<file path="config.mk">
export PLATFORM = sky130hd
export DESIGN_NAME = mips_muldiv_seq
export DESIGN_NICKNAME = d
export VERILOG_FILES = /design/src/rtl/mips_muldiv_seq.sv
export SDC_FILE = /design/constraint.sdc
export NUM_CORES = 1
export LEC_CHECK = 0
export CORE_ASPECT_RATIO = 0.75
export CORE_UTILIZATION = 57
export CTS_BUF_LIST = sky130_fd_sc_hd__clkbuf_8
export DETAILED_ROUTE_END_ITERATION = 10
export GPL_TIMING_DRIVEN = 1
export HOLD_SLACK_MARGIN = 0.1
export PLACE_DENSITY = 0.77
export SLEW_MARGIN = 20
export SYNTH_ARGS = -nofsm -noshare
export SYNTH_HDL_FRONTEND = slang
export SYNTH_SLANG_ARGS = --single-unit
</file>
<file path="constraint.sdc">
create_clock -name clk -period 3.79 [get_ports clk]
set_input_delay 0.9475 -clock clk [delete_from_list [all_inputs] [get_ports clk]]
set_output_delay 0.9475 -clock clk [all_outputs]
set_load 0.1 [all_outputs]
</file>
<file path="src/rtl/mips_muldiv_seq.sv">
// Iterative MIPS HI/LO multiply/divide: 1 bit per cycle, WIDTH+2 edges accept-to-done, op_ready only in IDLE.
// MULDIV_EARLY_TERM_EN: multiplies leave RUN once the remaining multiplier bits are all zero.
module mips_muldiv_seq #(
  parameter int WIDTH = 32
) (
  input  logic             clk,
  input  logic             reset,
  input  logic             clk_enable,
  input  logic             op_valid,
  output logic             op_ready,
  input  logic [2:0]       op_code,
  input  logic [WIDTH-1:0] op_a,
  input  logic [WIDTH-1:0] op_b,
  input  logic             cancel,
  output logic             busy,
  output logic             done,
  output logic             div_by_zero,
  output logic [WIDTH-1:0] hi,
  output logic [WIDTH-1:0] lo
);

  localparam int CW = $clog2(WIDTH);

  typedef enum logic [1:0] {IDLE, RUN, FIX, DONE} state_t;

  state_t             state;
  logic [CW-1:0]      cnt;
  logic [2*WIDTH-1:0] acc;   // mul: product accumulator; div: remainder in low bits
  logic [2*WIDTH-1:0] sh;    // mul: shifted multiplicand; div: divisor in low bits
  logic [WIDTH-1:0]   mq;    // mul: remaining multiplier; div: dividend in, quotient out
  logic               is_div;
  logic               neg_q;
  logic               neg_r;

  logic               a_neg, b_neg;
  logic [WIDTH-1:0]   a_mag, b_mag;
  logic [WIDTH:0]     partial, diff, rem_nxt;
  logic               q_bit;
  logic               run_last;
  logic [2*WIDTH-1:0] prod;
  logic [WIDTH-1:0]   res_hi, res_lo;

  assign op_ready = (state == IDLE);
  assign busy     = (state == RUN) || (state == FIX);

  always_comb begin
    a_neg = ~op_code[0] & op_a[WIDTH-1];
    b_neg = ~op_code[0] & op_b[WIDTH-1];
    a_mag = a_neg ? -op_a : op_a;
    b_mag = b_neg ? -op_b : op_b;
  end

  // Restoring step: shift the next dividend bit into the remainder and trial-subtract.
  always_comb begin
    partial = {acc[WIDTH-1:0], mq[WIDTH-1]};
    q_bit   = (partial >= {1'b0, sh[WIDTH-1:0]});
    diff    = partial - {1'b0, sh[WIDTH-1:0]};
    rem_nxt = q_bit ? diff : partial;
  end

`ifdef MULDIV_EARLY_TERM_EN
  assign run_last = (cnt == CW'(WIDTH-1)) || (!is_div && ((mq >> 1) == '0));
`else
  assign run_last = (cnt == CW'(WIDTH-1));
`endif

  always_comb begin
    prod   = neg_q ? -acc : acc;
    res_hi = prod[2*WIDTH-1:WIDTH];
    res_lo = prod[WIDTH-1:0];
    if (is_div) begin
      res_lo = neg_q ? -mq : mq;
      res_hi = neg_r ? -acc[WIDTH-1:0] : acc[WIDTH-1:0];
    end
  end

  always_ff @(posedge clk or negedge reset) begin
    if (!reset) begin
      state       <= IDLE;
      cnt         <= '0;
      acc         <= '0;
      sh          <= '0;
      mq          <= '0;
      is_div      <= 1'b0;
      neg_q       <= 1'b0;
      neg_r       <= 1'b0;
      hi          <= '0;
      lo          <= '0;
      done        <= 1'b0;
      div_by_zero <= 1'b0;
    end else if (clk_enable) begin
      done        <= 1'b0;
      div_by_zero <= 1'b0;
      unique case (state)
        IDLE: begin
          if (op_valid) begin
            case (op_code)
              3'b000, 3'b001, 3'b010, 3'b011: begin
                if (op_code[1] && (op_b == '0)) begin
                  state       <= DONE;
                  done        <= 1'b1;
                  div_by_zero <= 1'b1;
                end else begin
                  state  <= RUN;
                  cnt    <= '0;
                  acc    <= '0;
                  is_div <= op_code[1];
                  neg_q  <= a_neg ^ b_neg;
                  neg_r  <= a_neg;
                  sh     <= {{WIDTH{1'b0}}, (op_code[1] ? b_mag : a_mag)};
                  mq     <= op_code[1] ? a_mag : b_mag;
                end
              end
              3'b100:  hi <= op_a;
              3'b101:  lo <= op_a;
              default: ;
            endcase
          end
        end
        RUN: begin
          if (cancel) begin
            state <= IDLE;
          end else begin
            cnt <= cnt + CW'(1);
            if (is_div) begin
              acc <= {{(WIDTH-1){1'b0}}, rem_nxt};
              mq  <= {mq[WIDTH-2:0], q_bit};
            end else begin
              acc <= acc + (mq[0] ? sh : '0);
              sh  <= sh << 1;
              mq  <= mq >> 1;
            end
            if (run_last) state <= FIX;
          end
        end
        FIX: begin
          state <= IDLE;
          if (!cancel) begin
            hi   <= res_hi;
            lo   <= res_lo;
            done <= 1'b1;
          end
        end
        DONE: state <= IDLE;
      endcase
    end
  end

endmodule
</file>
======== Word level (Yosys, flattened, before mapping) ========
Index checks and enable logic that the tools add are counted.
cells by class
  add/subtract/negate cells ............... 8
  multiply operators ...................... 0
  divide/modulo/power cells ............... 0
  order comparisons ....................... 1
  equal/unequal tests ..................... 18
  shifts and indexed selects .............. 0
  muxes and demuxes ....................... 54
  bitwise operators ....................... 5
  reduce and logical (&&, ||, !) cells .... 15
operator list
  kind                                                                      number
  64-bit two-way mux                                                        12
  32-bit two-way mux                                                        19
  64-bit one-hot mux with 2 select lines                                    2
  32-bit one-hot mux with 2 select lines                                    3
  32-bit negation                                                           4
  64-bit adder                                                              1
  64-bit negation                                                           1
  33-bit by 32-bit >= comparator with 1-bit output                          1
  33-bit two-way mux                                                        1
  33-bit by 32-bit subtractor with 33-bit output                            1
  32-bit zero test                                                          1
  5-bit two-way mux                                                         4
  5-bit AND reduction                                                       3
  2-bit two-way mux                                                         5
  2-bit inequality test (second input constant)                             5
  5-bit one-hot mux with 2 select lines                                     1
  7-bit AND reduction                                                       1
  3-bit by 2-bit equality test with 1-bit output (second input constant)    2
  3-bit equality test (second input constant)                               2
  2-bit by 1-bit inequality test with 1-bit output (second input constant)  3
  2-bit one-hot mux with 3 select lines                                     1
  6-bit AND reduction                                                       1
  5-bit by 1-bit adder with 5-bit output (second input constant)            1
  5-bit equality test (second input constant)                               1
  other kinds (17)                                                          25
storage, ports and cells
  register bits ........................... 236
  bits in latches ......................... 0
  memory bits (writable) .................. 0
  memory bits (read-only) ................. 0
  bits of input ports ..................... 72
  output and inout port bits .............. 68
  logic and storage cells ................. 113
  memories ................................ 0

======== Depth between registers and ports, before layout ========
Gate-level depths: netlist (run 1).
  depth in word-level cells ............... 8
  mapped depth ............................ 17

======== Least setup slack after synthesis (run 1) ========
No wires, ideal clock.
  path type ............................... input to register
  from .................................... in op_b[9]
  to ...................................... reg sh[10]
  setup time .............................. 0.133 ns
  arrival ................................. 3.975 ns
  data required time ...................... 3.657 ns
  path slack .............................. -0.318 ns
  stages .................................. 10
  buffers on the path ..................... 2
  cells stage by stage .................... or4_1 or4_1 nor3_1 nand2_1 nor4b_1 a21oi_1 nand2_1 buf_2 buf_1 a21oi_1
between the ends
  longest elaborated chain between the ends .. 7
  elaborated cells between the ends (all ways) .. 11
  those cells by class .................... add/sub: 1; eq/ne: 1; mux: 6; reduce/logical: 3
ends and longest elaborated chain
  item                                    RTL line  text
  start: declaration                      13        input logic [WIDTH-1:0] op_b,
  32-bit negation                         50        b_mag = b_neg ? -op_b : op_b;
  32-bit two-way mux                      50
  32-bit two-way mux                      110       sh <= {{WIDTH{1'b0}}, (op_code[1] ? b_mag : a_mag)};
  64-bit two-way mux                      99        if (op_code[1] && (op_b == '0)) begin
  64-bit two-way mux                      97        case (op_code)
  64-bit two-way mux                      96        if (op_valid) begin
  64-bit one-hot mux with 2 select lines  94        unique case (state)
  end signal: assignment                  110
  end signal: assignment                  130       sh <= sh << 1;
  end: declaration                        29        logic [2*WIDTH-1:0] sh;
Several ways; a longest one is shown, not always the timed one. The select of a mux whose other input is x is not followed.
A chain may end at the register's enable or synchronous reset.

======== Worst setup path in the final report (run 1) ========
  from .................................... reg acc[30]
  to ...................................... reg hi[15]
between the ends
  longest elaborated chain between the ends .. 5
ends and longest elaborated chain
  item                                    RTL line  text
  start: declaration                      28        logic [2*WIDTH-1:0] acc;
  start signal: assignment                126       acc <= {{(WIDTH-1){1'b0}}, rem_nxt};
  start signal: assignment                129       acc <= acc + (mq[0] ? sh : '0);
  64-bit negation                         68        prod = neg_q ? -acc : acc;
  64-bit two-way mux                      68
  32-bit two-way mux                      71        if (is_div) begin
  32-bit two-way mux                      138       if (!cancel) begin
  32-bit one-hot mux with 2 select lines  94
  end signal: assignment                  114       3'b100: hi <= op_a;
  end signal: assignment                  139       hi <= res_hi;
  end: declaration                        18        output logic [WIDTH-1:0] hi,
No other way between the ends. The select of a mux whose other input is x is not followed.

==> results of run 1 <==
synth_stat cells, drive strengths merged, types with 5 or more instances:
| cell type | n |
|---|---|
| and3 | 32 |
| clkbuf | 164 |
| o211ai | 21 |
| a21oi | 305 |
| o31ai | 34 |
| nor2b | 41 |
| nor3 | 34 |
| o221ai | 9 |
| nand2b | 23 |
| o21ai | 233 |
| nand4 | 37 |
| xor2 | 108 |
| xnor2 | 154 |
| o22ai | 5 |
| a21o | 66 |
| o21bai | 18 |
| buf | 40 |
| and2 | 51 |
| nand3 | 38 |
| dfrtp | 236 |
| nand2 | 330 |
| mux2i | 50 |
| ha | 104 |
| a22o | 35 |
| or4 | 19 |
| o41ai | 13 |
| a211oi | 59 |
| o31a | 7 |
| a31oi | 35 |
| o21a | 18 |
| a22oi | 19 |
| a221oi | 12 |
| o2111ai | 7 |
| nor4 | 14 |
| nor2 | 265 |
| a221o | 9 |
| or2 | 12 |
| or3 | 39 |
| inv | 80 |
state kept, by name (all words and copies together) (netlist names):
| name | count |
|---|---|
| acc | 64 |
| cnt | 5 |
| div_by_zero | 1 |
| done | 1 |
| hi | 32 |
| is_div | 1 |
| lo | 32 |
| mq | 32 |
| neg_q | 1 |
| neg_r | 1 |
| sh | 64 |
| state | 2 |
where the power goes:
part / internal [uW] / leakage, uW / switching, uW / total, uW
registers: 3360 / 0.00296 / 1060 / 4420
logic: 6350 / 0.00850 / 11700 / 18000
clock network: 1610 / 0.000541 / 1190 / 2810
total: 11300 / 0.0120 / 13900 / 25300
area by class of cell:
type,instances,area (um^2),share of cell area
Clock buffer,53,729,0.0273
Antenna cell,1,2.50,0.0000937
Tap cell,504,631,0.0236
Inverter,81,304,0.0114
Sequential cell,236,5910,0.221
Clock inverter,27,255,0.00956
Timing Repair Buffer,464,4090,0.153
Multi-Input combinational cell,2309,14800,0.554
final timing paths:
path / from / to / slack, ps / cells after the start
hold reg to reg: cnt[4]$_DFFE_PN0P_ / cnt[4]$_DFFE_PN0P_ / 490 / 2
setup / recovery: acc[30]$_DFFE_PN0P_ / hi[15]$_DFFE_PN0P_ / -120 / 10
hold / removal: reset / sh[54]$_DFFE_PN0P_ / 290 / 1
min in group clk: cnt[4]$_DFFE_PN0P_ / cnt[4]$_DFFE_PN0P_ / 490 / 2
max in group asynchronous: reset / acc[12]$_DFFE_PN0P_ / 2610 / 2
setup reg to reg: acc[30]$_DFFE_PN0P_ / hi[15]$_DFFE_PN0P_ / -120 / 10
per-stage QoR:
stage          setup TNS [ps]  utilization  hold WS, ps
2_1_floorplan               0            -          445
5_1_grt                 -1110        0.720          322
6_report                 -230        0.720          295
3_3_place_gp           -32170        0.684          457
3_5_place_dp           -47050        0.684          470
4_1_cts                 -35.4        0.712          299
cell families after synthesis:
kind of cell,count (synthesis)
multiplexers,55
buffers and inverters,285
flip-flops,236
AND/OR/NAND/NOR,950
adder cells (fa/ha/maj),106
XOR/XNOR,262
AO/OA/AOI/OAI,936
worst max-delay path, cell delays in order, from the launching register on:
cell and delay (ps):
dfrtp_1 400, or4_4 550, or4_4 450, or3_4 390, or3_4 400, or4_4 480
o21ai_2 150, xnor2_1 120, a222oi_1 560, buf_4 220, a21oi_1 60
timing repair:
item | 4_1_cts | 5_1_grt
gates resized for setup | 8 | 51
setup buffers | 1 | 9
setup endpoints to repair | 8 | 31
endpoints found under the hold margin | 0 | 0
hold buffers | 0 | 0
pin swaps | 6 | 23
cloned | 0 | 1
metal layers:
metal / share of wire / vias up / global-route usage / wire (um)
li1: - / 10700 / - / -
met1: 0.42 / 11500 / 0.637 / 36300
met2: 0.41 / 1539 / 0.632 / 35100
met3: 0.13 / 253 / 0.105 / 11300
met4: 0.035 / 4 / 0.140 / 2990
met5: 0.00064 / - / 0.00129 / 55
==> metrics.md, run 1 <==
| Metric | Value |
|---|---|
| Outcome | `finished with violations` |
| Failing checks | `negative setup slack` |
| CP Capture Type | `flop` |
| Max-Cap Viols | `0` |
| Final Non-Filler Cells | `3,675` |
| Final setup fails | `6` |
| I/O pin count | `140` |
| RSZ-0062 raised after global routing | `yes` |
| Worst-Margin Slew | `1050 ps` |
| Layout cells sized above 1 | `0.154` |
| Worst hold path type | `in2async` |
| Synth Area in Adders | `0.0624` |
| Rel. slew slack | `0.301` |
| Post-synth top area share | `0.275` |
| Post-Route WL | `85,700 um` |
| Max Fclk | `0.256 GHz` |
| H-tree depth | `2` |
| Vias in the first global route | `22,100` |
| Dominant synthesized flop cell | `dfrtp_1` |
| Worst vdd ir | `0.000593 V` |
| WS Path Type | `reg2reg` |
| First-pass GRT wire length | `129,000 um` |
| Largest family of logic cells by synthesized area | `compound AO/OA/AOI/OAI gates` |
| Synth unique cells | `75` |
| CTS tree | `built` |
| Placed cell count | `3,584` |
| Placed inst area | `25,400 um^2` |
| Critical path startpoint category | `flop` |
| Core area | `37,100 um^2` |
| CTS clk-pin slew, worst paths | `60 ps` |
| TritonCTS buffer count | `43` |
| Leak | `0.0120 uW` |
| Clk sinks | `236` |
| Hold Vio Cnt, Final | `0` |
| Most frequent cells in the layout | `nand2_1 (329), buf_4 (308), a21oi_1 (295)` |
| Die Y | `170 um` |
| Cell area after layout | `26,700 um^2` |
| Drt initial violations | `3,467` |
| Setup ws final | `-116 ps` |
| Yosys warns | `0` |
| CP required | `4250 ps` |
| Critical Path AT | `4370 ps` |
| Clk_lat worst skew | `600 ps` |
| Total power | `25,300 uW` |
| Drt first pass iters | `6` |
| Vias per cell | `6.53` |
| Die footprint | `38,500 um^2` |
| Largest net degree at the start of global routing | `82` |
| Root buffer cell | `clkbuf_8` |
| Fin crit share | `1.03` |
| Post-synth EDFFs | `0` |
| Fin. max-slew vios | `0` |
| Fillers | `2,987` |
| Layout Area Growth over Synthesis | `24.2%` |
| Mux cell area share after synthesis | `0.0264` |
| Cells after Synth | `2,830` |
| All-Layer GR Usage | `0.438` |
| Worst-path maximum fanout | `6` |
| Synth Area in Simple Gates | `0.207` |
| Asr flop ratio synth | `1.00` |
| Mapped Nets | `3,008` |
| Minimum clock period | `3910 ps` |
| Detail Route Antenna Nets | `0` |
| XOR/XNOR share of the synthesized area | `0.107` |
| Largest cells by area after synthesis | `dfrtp_1 (27%), a21oi_1 (7.1%), xnor2_1 (6.3%), ha_1 (6.1%), nand2_1 (5.8%)` |
| Mean post-synth cell area | `7.59 um^2` |
| Clk_skew | `27.7 ps` |
| DR WL/cell | `23.3 um` |
| DRC viols | `0` |
| Die Wd | `226 um` |
| Initial antenna violation count | `4` |
| Bufs on Longest Clock Path | `3` |
| Gr ovfl total | `0` |
| Starting Density | `0.579` |
| Pwr dens | `946 nW/um^2` |
| Post-Syn Area | `21,500 um^2` |
| Vias | `24,000` |
| Num rows | `61` |
| Pre-CTS setup slack | `-423 ps` |
| Largest area contributor in the netlist | `dfrtp_1` |
| Sequential fraction of the synthesis area | `0.275` |
| Final net count | `3,313` |
| Synth Register Bits | `236` |
| RD Place Congestion | `1.02` |
| Compound-Gate Fraction of Synth Area | `0.272` |
| Commonest non-fill, non-tap cell in the layout | `nand2_1` |
| Placed wire-length estimate | `66,400 um` |
| PortBufs | `139` |
No activity file was read; power rests on OpenSTA's default activity.
==> run 2: changes to the inputs <==
Settings changed: CORE_ASPECT_RATIO 0.75 to unset, SKIP_LAST_GASP set to 1.
==> run 2 against run 1 <==
  * The flow now finishes without violations
  * Sequential share of layout area up 0.41 points
  * Critical path depth rose by 2
  * Core utilization is 0.88 points lower
  * Maximum frequency increased by 3.2%
  * Final area fell by 1.8%
  * Clock-buffer cell count increased by 11
  * Critical path type unchanged
  * Highest routed layer is now met4
==> metrics.md, run 2 (same netlist as run 1, synthesis figures left out) <==
| Metric | Value |
|---|---|
| Outcome | `complete, no violations (was finished with violations)` |
| Post-Route WL | `82,600 um (was 85,700 um)` |
| Placed cell count | `3,557 (was 3,584)` |
| Gr ovfl total | `0 (unchanged)` |
| DR WL/cell | `22.7 um (was 23.3 um)` |
| Root buffer cell | `clkbuf_8 (unchanged)` |
| Largest net degree at the start of global routing | `81 (was 82)` |
| Met3 usage | `0.0928 (was 0.105)` |
| Setup TNS | `0 ps (was -230 ps)` |
| All-Layer GR Usage | `0.430 (was 0.438)` |
| Worst-Margin Slew | `1190 ps (was 1050 ps)` |
| Commonest non-fill, non-tap cell in the layout | `nand2_1 (unchanged)` |
| Final Non-Filler Cells | `3,640 (was 3,675)` |
| Starting Density | `0.583 (was 0.579)` |
| Core area | `36,900 um^2 (was 37,100 um^2)` |
| I/O pin count | `140 (unchanged)` |
| Layout Area Growth over Synthesis | `22.0% (was 24.2%)` |
| Met2 Use GR | `0.658 (was 0.632)` |
| Pwr dens | `936 nW/um^2 (was 946 nW/um^2)` |
| Slowest CP cell | `or3_1 (was a222oi_1)` |
| CTS tree | `built (unchanged)` |
| CTS clk-pin slew, worst paths | `60 ps (about the same)` |
| Crit path largest cell delay | `570 ps (was 560 ps)` |
| Final hold slack | `280 ps (was 295 ps)` |
| Met1 Use GR | `0.571 (was 0.637)` |
| Fin. max-slew vios | `0 (unchanged)` |
| Max Fclk | `0.264 GHz (was 0.256 GHz)` |
| Clk_skew | `32.8 ps (was 27.7 ps)` |
| RSZ-0062 raised after global routing | `yes (unchanged)` |
| CP required | `4300 ps (was 4250 ps)` |
| RD Place Congestion | `1.08 (was 1.02)` |
| Grt peak-use layer | `met2 (was met1)` |
| Clk sinks | `236 (unchanged)` |
| Leak | `0.0118 uW (was 0.0120 uW)` |
| First-pass GRT wire length | `127,000 um (was 129,000 um)` |
| Setup slack, reg-to-reg | `5 ps (was -120 ps)` |
| Placed wire-length estimate | `64,100 um (was 66,400 um)` |
| Die Y | `196 um (was 170 um)` |
| Detail Route Antenna Nets | `0 (unchanged)` |
| Critical path startpoint category | `flop (unchanged)` |
| Die footprint | `38,500 um^2 (about the same)` |
| Total power | `24,500 uW (was 25,300 uW)` |
| Biggest registers after layout | `acc x64, sh x64 (unchanged)` |
| Drt first pass iters | `6 (unchanged)` |
| Minimum clock period | `3780 ps (was 3910 ps)` |
| Worst hold path type | `in2async (unchanged)` |
| Layout cells sized above 1 | `0.137 (was 0.154)` |
| Final net count | `3,283 (was 3,313)` |
| Num rows | `70 (was 61)` |
| DRC viols | `0 (unchanged)` |
| PortBufs | `139 (unchanged)` |
| WS Path Type | `reg2reg (unchanged)` |
| Antenna cells | `0 (was 1)` |
| Bufs on Longest Clock Path | `3 (unchanged)` |
| Clk_lat worst skew | `650 ps (was 600 ps)` |
| Worst path cell trace | `buf_4, or3_1, nor4_1, nand4_1, or3_4, or4_4, or2_4, o31ai_4, xor2_1, o21ai_2, mux2i_1, a21oi_1 (was or4_4, or4_4, or3_4, or3_4, or4_4, o21ai_2, xnor2_1, a222oi_1, buf_4, a21oi_1)` |
| Rel. slew slack | `0.205 (was 0.301)` |
| H-tree depth | `2 (unchanged)` |
| Critical Path AT | `4290 ps (was 4370 ps)` |
| Setup ws final | `5.24 ps (was -116 ps)` |
| Max-Cap Viols | `0 (unchanged)` |
| Drt initial violations | `2,654 (was 3,467)` |
| TritonCTS buffer count | `45 (was 43)` |
| Fin crit share | `0.999 (was 1.03)` |
| Worst vdd ir | `0.000767 V (was 0.000593 V)` |
| Vias per cell | `6.38 (was 6.53)` |
| Vias | `23,200 (was 24,000)` |
| CP Capture Type | `flop (unchanged)` |
| Die Wd | `196 um (was 226 um)` |
| Worst-path maximum fanout | `6 (unchanged)` |
| Vias in the first global route | `22,400 (was 22,100)` |
| Final setup fails | `0 (was 6)` |
| Hold Vio Cnt, Final | `0 (unchanged)` |
| Cts hold-fix bufs | `0 (unchanged)` |
| Pre-CTS setup slack | `-439 ps (was -423 ps)` |
| Most frequent cells in the layout | `nand2_1 (329), a21oi_1 (299), buf_4 (282) (was nand2_1 (329), buf_4 (308), a21oi_1 (295))` |
| Initial antenna violation count | `0 (was 4)` |
-- run 2: cell count changes in the layout (fill, tap and decap cells not counted), sizes merged --
cell | previous run | this run
inv | 90 | 92
clkbuf | 54 | 64
diode | 1 | 0
clkdlybuf4s50 | 132 | 135
buf | 331 | 297
clkinvlp | 3 | 1
clkinv | 10 | 2
bufinv | 5 | 0
-- run 2: what timing repair did --
item / 4_1_cts / 5_1_grt
pin swaps: 12 / 10
setup buffers: 3 / 2
endpoints found under the setup margin: 6 / 32
resized for setup: 9 / 17
-- run 2: path summary, 6_finish.rpt --
check                                    start                 endpoint  depth (start not counted)
setup / recovery           acc[14]$_DFFE_PN0P_       hi[25]$_DFFE_PN0P_                         12
hold / removal                           reset  div_by_zero$_DFFE_PN0P_                          1
setup reg to reg           acc[14]$_DFFE_PN0P_       hi[25]$_DFFE_PN0P_                         12
hold reg to reg             cnt[1]$_DFFE_PN0P_       cnt[1]$_DFFE_PN0P_                          2
max in group asynchronous                reset       is_div$_DFFE_PN0P_                          2
min in group clk            cnt[1]$_DFFE_PN0P_       cnt[1]$_DFFE_PN0P_                          2
-- run 2: per-layer routing --
metal | vias to the layer above | share of wire
li1 | 10700 | -
met5 | - | 0
met2 | 1230 | 0.43
met1 | 11100 | 0.41
met3 | 244 | 0.10
met4 | 0 | 0.058
-- run 2: power breakdown --
| part | internal [uW] | leakage, uW | switching (uW) |
|---|---|---|---|
| logic | 6100 | 0.00828 | 11300 |
| clock network | 1490 | 0.000528 | 1200 |
| registers | 3360 | 0.00296 | 1050 |
| total | 10900 | 0.0118 | 13600 |
-- run 2: worst max-delay path: cells and delay by family (launching register included) --
family / cells / cell delay, ps
buffers and inverters: 1 / 200
XOR/XNOR: 1 / 210
AO/OA/AOI/OAI: 3 / 380
multiplexers: 1 / 210
flip-flops: 1 / 380
AND/OR/NAND/NOR: 6 / 2270
-- run 2: area by class of cell --
class / count / area, um^2
Clock buffer: 64 / 881
Clock inverter: 14 / 70.1
Fill cell: 3089 / 10700
Inverter: 81 / 304
Multi-Input combinational cell: 2309 / 14700
Sequential cell: 236 / 5910
Tap cell: 504 / 631
Timing Repair Buffer: 432 / 3750
-- run 2: through the flow --
step / utilization / cell area, um^2
floorplan: - / 21500
global placement: 0.681 / 25100
detailed placement: 0.681 / 25100
CTS: 0.709 / 26100
global route: 0.711 / 26200
finish: 0.711 / 26200
